--- config.mk ---
export PLATFORM = sky130hd
export DESIGN_NAME = fetch_unit
export DESIGN_NICKNAME = d
export VERILOG_FILES = /design/src/rtl/fetch_unit.sv
export SDC_FILE = /design/constraint.sdc
export NUM_CORES = 1
export LEC_CHECK = 0
export CAP_MARGIN = 20
export CORE_ASPECT_RATIO = 0.8
export CORE_MARGIN = 2
export CORE_UTILIZATION = 43
export CTS_CLUSTER_DIAMETER = 100
export DETAILED_ROUTE_END_ITERATION = 12
export PLACE_DENSITY_LB_ADDON = 0.2
export RECOVER_POWER = 25
export SYNTH_ARGS = -nofsm -noshare
export SYNTH_HDL_FRONTEND = slang
export SYNTH_SLANG_ARGS = --single-unit
--- constraint.sdc ---
create_clock -name clk -period 3.9 [get_ports clk]
set_input_delay 0.39 -clock clk [delete_from_list [all_inputs] [get_ports clk]]
set_output_delay 0.39 -clock clk [all_outputs]
set_load 0.005 [all_outputs]
--- src/rtl/fetch_unit.sv ---
// -----------------------------------------------------------------------------
// fetch_unit
//   Instruction fetch stage for the RV32I core. Owns the PC register and the
//   fetch FSM (FETCH -> WAIT -> HOLD). It issues one instruction-memory read at
//   a time and holds the fetched word for decode until execute retires it.
//   On retire it loads the next PC from the redirect inputs.
//
//   Optional feature macro: FETCH_MISALIGN_TRAP_EN
//     defined   : a misaligned next PC at retire loads pc, enters HALT and sets
//                 the sticky fetch_fault; only reset_n leaves HALT.
//     undefined : next PC bits [1:0] are forced to 0, fetch_fault is tied to 0.
//
// Parameters
//   XLEN       datapath width (only 32 is supported)
//   RESET_PC   PC loaded on reset
//
// Ports
//   clk, reset_n          clock (rising edge), asynchronous active-low reset
//   imem_req/imem_addr    one-cycle read strobe and word address (= pc)
//   imem_rvalid/rdata     read response pulse and instruction word
//   instr_valid/ready     held-instruction handshake with execute
//   instr, pc, pc_plus4   held instruction, its PC and PC + 4
//   Branch, Jump, Jalr,   redirect controls, sampled only at retire
//   Zero, PCTarget,
//   ALUResult
//   fetch_fault           sticky misaligned-target halt flag
// -----------------------------------------------------------------------------
module fetch_unit #(
   parameter int unsigned     XLEN     = 32,
   parameter logic [XLEN-1:0] RESET_PC = '0
) (
   input  logic            clk,
   input  logic            reset_n,
   output logic            imem_req,
   output logic [XLEN-1:0] imem_addr,
   input  logic            imem_rvalid,
   input  logic [31:0]     imem_rdata,
   output logic            instr_valid,
   input  logic            instr_ready,
   output logic [31:0]     instr,
   output logic [XLEN-1:0] pc,
   output logic [XLEN-1:0] pc_plus4,
   input  logic            Branch,
   input  logic            Jump,
   input  logic            Jalr,
   input  logic            Zero,
   input  logic [XLEN-1:0] PCTarget,
   input  logic [XLEN-1:0] ALUResult,
   output logic            fetch_fault
);

   localparam logic [31:0] NOP = 32'h0000_0013;

`ifdef FETCH_MISALIGN_TRAP_EN
   typedef enum logic [1:0] {S_FETCH, S_WAIT, S_HOLD, S_HALT} state_t;
`else
   typedef enum logic [1:0] {S_FETCH, S_WAIT, S_HOLD} state_t;
`endif

   state_t          state_q, state_d;
   logic [XLEN-1:0] pc_q;
   logic [31:0]     instr_q;
   logic [XLEN-1:0] next_pc_raw;
   logic [XLEN-1:0] next_pc;
   logic            req_c;
   logic            valid_c;
   logic            pc_load;
   logic            instr_load;
   logic            trap;

   assign pc_plus4 = pc_q + XLEN'(4);

   // Jalr has priority over Jump/taken branch; its target has bit 0 cleared.
   always_comb begin
      if (Jalr)
         next_pc_raw = ALUResult & ~XLEN'(1);
      else if (Jump || (Branch && Zero))
         next_pc_raw = PCTarget;
      else
         next_pc_raw = pc_plus4;
   end

`ifdef FETCH_MISALIGN_TRAP_EN
   assign next_pc = next_pc_raw;
   assign trap    = (state_q == S_HOLD) && instr_ready && (next_pc_raw[1:0] != 2'b00);
`else
   assign next_pc = next_pc_raw & ~XLEN'(3);
   assign trap    = 1'b0;
`endif

   always_comb begin
      state_d    = state_q;
      req_c      = 1'b0;
      valid_c    = 1'b0;
      pc_load    = 1'b0;
      instr_load = 1'b0;
      unique case (state_q)
         S_FETCH: begin
            // Any response arriving here belongs to an aborted access.
            req_c   = 1'b1;
            state_d = S_WAIT;
         end
         S_WAIT: begin
            if (imem_rvalid) begin
               instr_load = 1'b1;
               state_d    = S_HOLD;
            end
         end
         S_HOLD: begin
            valid_c = 1'b1;
            if (instr_ready) begin
               pc_load = 1'b1;
               state_d = trap ? state_t'(2'd3) : S_FETCH;
            end
         end
`ifdef FETCH_MISALIGN_TRAP_EN
         S_HALT: begin
            state_d = S_HALT;
         end
`endif
         default: state_d = S_FETCH;
      endcase
   end

   always_ff @(posedge clk or negedge reset_n) begin
      if (!reset_n)
         state_q <= S_FETCH;
      else
         state_q <= state_d;
   end

   always_ff @(posedge clk or negedge reset_n) begin
      if (!reset_n) begin
         pc_q    <= RESET_PC;
         instr_q <= NOP;
      end else begin
         if (pc_load)
            pc_q <= next_pc;
         if (instr_load)
            instr_q <= imem_rdata;
      end
   end

`ifdef FETCH_MISALIGN_TRAP_EN
   logic fault_q;
   always_ff @(posedge clk or negedge reset_n) begin
      if (!reset_n)
         fault_q <= 1'b0;
      else if (trap)
         fault_q <= 1'b1;
   end
   assign fetch_fault = fault_q;
`else
   assign fetch_fault = 1'b0;
`endif

   // The state register resets to FETCH, so the strobe is masked while
   // reset is held to keep imem_req low during reset.
   assign imem_req    = req_c & reset_n;
   assign imem_addr   = pc_q;
   assign instr_valid = valid_c;
   assign instr       = instr_q;
   assign pc          = pc_q;

endmodule

# Word-level counts from Yosys, hierarchy flattened

Index checks and enable logic that the tools add are counted.

Bits in registers: 64
Latch bits: 0
Bits in writable memories: 0
ROM bits: 0
Bits of input ports: 104
Output and inout port bits: 131
Memories kept: 0

Add/subtract/negate cells: 1
Multiply operators: 0
Div/mod/pow operators: 0
Order comparisons: 0
Equality and inequality tests: 4
Shifts and indexed selects: 0
Multiplexer cells: 11
Bitwise gates (word level): 1
Reductions and logical operators: 4

Operator list:

| operator              | count |
|---|---|
| $mux 32               | 2 |
| $add 32x3->32 const B | 1 |
| $mux 1                | 6 |
| $pmux 2 s3            | 1 |
| $mux 2                | 2 |
| $ne 2x2->1 const B    | 2 |
| $eq 2x1->1 const B    | 1 |
| $eq 2x2->1 const B    | 1 |
| $logic_not 2->1       | 1 |
| $reduce_and 2->1      | 1 |
| $and 1x1->1           | 1 |
| $logic_and 1x1->1     | 1 |
| $logic_or 1x1->1      | 1 |

# Logic depth before layout (Yosys ltp)

Depth after elaboration: 4
Depth in mapped cells: 7
Gate-level depth less buffers: 5

# Least setup slack after synthesis

OpenSTA, ideal clock, no wires.

Path kind: flip-flop to output port
Start point: register pc_q[2] (netlist: imem_addr[2])
End point: output pc_plus4[26]
Arrival: 1.537 ns
Data required time: 3.510 ns
Slack: 1.973 ns
Cell stages (with the launch flop): 6
Cell sequence: dfrtp_1 ha_1 nand3_1 nor3_2 nand3_1 xnor2_1

Longest elaborated chain between the ends: 1

RTL lines:

| item                   | RTL line | source |
|---|---|---|
| from (decl)            | 61       | `logic [XLEN-1:0] pc_q;` |
| from (signal assigned) | 138      | `pc_q <= next_pc;` |
| $add 32x3->32          | 71       | `assign pc_plus4 = pc_q + XLEN'(4);` |
| to (decl)              | 42       | `output logic [XLEN-1:0] pc_plus4,` |

Every way passes these cells.

# Worst setup path in the final report

Same ends and word-level chain as after synthesis.

==> metrics.txt <==
outcome finished, violations left; failing checks max-capacitance violations, max-slew violations; htree depth 3; clk_lat worst skew around 0.33 ns; Critical Path End Type output port; unrepaired setup endpoints after global routing no; Fin. Hold Viols 0; hold slack between 0.5 and 0.6 ns; overall power between 4 and 5 mW; Routed Antenna Nets 0; clk root buf clkbuf_16; clock buffer depth 2; Post-synth EDFFs 0; CP Max Fanout 10; maxcap violations 1; grt ovf 0; f_max just over 300 MHz; Core ar. between 0.01 and 0.015 sq mm; via/cell ratio between 5 and 6; IO Pins roughly 240; port bufs around 220; CTS tree done; Pleak around 2.6 nW; syn avg cell area 9.200 sq um; total setup buffers inserted after CTS 0; Tmin final ~3.2 ns; Yosys cell types 63; Clock Skew roughly 0.0036 ns; Tot GR Track Use between 20% and 30%; detailed-route DRC error count 0; CTS buffer count 9; Starting Density a little over two fifths; sequential element share of the synthesized area between 30 and 40%; Reg2Reg Setup Slack ~1.6 ns; clk slew on worst S/H paths 0.06 ns; n_diodes 0; Layout area overhead 53.27%; synthesized cell area ~0.0044 sq mm; Max VDD drop ~0.00042 V; routed length per placed instance ~18 microns; HP Class flip-flop to flip-flop; Final nets ~760; Core Rows 33; largest net degree at the start of global routing 65; fill count 830; die width around 120 microns; initial antenna violation count 0; CTS Sinks 64; Synth Register Bits 64; die area around 0.011 sq mm; crit path DAT around 2.9 ns; CP Launch Type flip-flop; Synth warnings 0; Power Density 680.2 mW/mm^2; Die Height 94.55 microns; top_reg_cell synth dfrtp_1; fin. max-slew vios 65; vias in the first global route about 4300; WS Path Type flip-flop to output port; final WL between 10000 and 15000 microns; GPL Wtd Cong slightly below 0.9; Slew HR -11.59%; worst slew pin tran roughly 1.7 ns; post_cts resized 0; hpwl dp approximately 10000 microns; asr flop ratio synth 100.0%; initial DRC count 320; vias about 4400; Final Cycle Share between 80% and 90%; Final Setup Violations 0; Final TNS setup 0 ns; first-pass GRT wire length about 22000 microns; Req. time, crit path 3.51 ns; share of cells above drive strength 1 between 10 and 15%; post-synthesis cell count between 400 and 500; Hold Buf Count CTS 0; TritonRoute pass-1 iters 5
layout make-up:
type,instances,area [sq um],area share (%)
flip-flops and latches,64,1605,23.77
multi-input cells,342,2365,35.01
clock buffers,10,239.0,3.538
clock inverters,6,82.58,1.223
well taps,140,175.2,2.594
repair buffers,230,2276,33.70
inverters,3,11.26,0.1667
per-stage QoR:
step,cell area (sq um),util [%],std cells,worst slack (ns)
2_1_floorplan,4429,-,485,1.973
3_3_place_gp,6436,63.62,779,1.096
3_5_place_dp,6436,63.62,779,1.049
4_1_cts,6758,66.80,795,0.6892
5_1_grt,6754,66.77,795,0.4788
6_report,6754,66.77,795,0.6617
sequential cells by signal, indices dropped and copies added, names as in the netlist:
register	count
state_q	2
instr	32
imem_addr	30
layer usage:
metal  global-route usage [%]  share of wire, %  vias to the layer above
met5                        0                 0                        -
met4                    8.922               2.1                        0
met3                    6.418               8.6                       25
met2                    40.90                48                      207
met1                    33.99                41                     2134
li1                         -                 -                     2042
cell usage in the layout (no fill, tap or decap), drive strengths merged, types with 4 or more instances in the layout:
cell type        n
conb             7
xor2            10
nor3            16
and2            11
a211o            4
o2bb2ai          4
clkdlybuf4s50  221
nor2            20
buf              6
a21oi            9
nand4           11
and4             7
mux2i            5
o21ai           28
or3              6
dfrtp           61
clkinv           4
mux2            33
a31oi           16
and3            13
o31ai            5
nand3           20
nor4             9
nand2b           7
xnor2           17
a311o            6
nand2           38
clkbuf          12
Yosys cell counts, types with 5 or more instances:
cell | number | area [sq um]
a31oi_1 | 16 | 100.1
or3_1 | 5 | 31.28
o21ai_0 | 28 | 140.1
dfrtp_1 | 61 | 1526
a21oi_1 | 8 | 40.04
and3_1 | 13 | 81.33
nor4_1 | 8 | 50.05
nand3_1 | 18 | 90.09
nor2_1 | 20 | 75.07
xor2_1 | 10 | 87.58
a311o_1 | 6 | 60.06
nor3_1 | 14 | 70.07
o31ai_1 | 5 | 37.54
xnor2_1 | 17 | 148.9
nand2b_1 | 7 | 43.79
nand2_1 | 38 | 142.6
buf_2 | 17 | 85.08
mux2i_1 | 5 | 50.05
clkbuf_1 | 17 | 63.81
and4_1 | 6 | 52.55
nand4_1 | 8 | 50.05
buf_4 | 39 | 292.8
mux2_2 | 33 | 371.6
and2_1 | 11 | 68.82
logic make-up after synthesis:
| group | synth area share [%] |
|---|---|
| AND/OR/NAND/NOR | 21.61 |
| AO/OA/AOI/OAI | 16.13 |
| buffers and inverters | 10.53 |
| flip-flops | 36.43 |
| multiplexers | 9.569 |
| XOR/XNOR | 5.366 |
| adder cells (fa/ha/maj) | 0.2839 |
| other | 0.08510 |
worst max-delay path: stages, from the launching register on:
cell and delay, ns:
dfrtp_1 0.52, ha_1 0.28, nand3_1 0.36, nor3_2 0.42
nand3_1 0.19, xnor2_1 0.20, clkdlybuf4s50_1 0.53
power by group:
part	internal, mW	switching (mW)
clock network	0.573	0.302
logic	1.52	0.731
registers	0.993	0.479
final timing paths:
| path | start | cells past startpoint | end |
|---|---|---|---|
| min in group asynchronous | reset_n | 2 | imem_addr[26] |
| min | instr[16] | 1 | instr[16] |
| min reg2reg | instr[16] | 1 | instr[16] |
| max reg2reg | imem_addr[2] | 5 | imem_addr[26] |
| max | imem_addr[2] | 6 | pc_plus4[26] |
| max in group asynchronous | reset_n | 2 | instr[22] |
No activity file was read; power rests on OpenSTA's default activity.
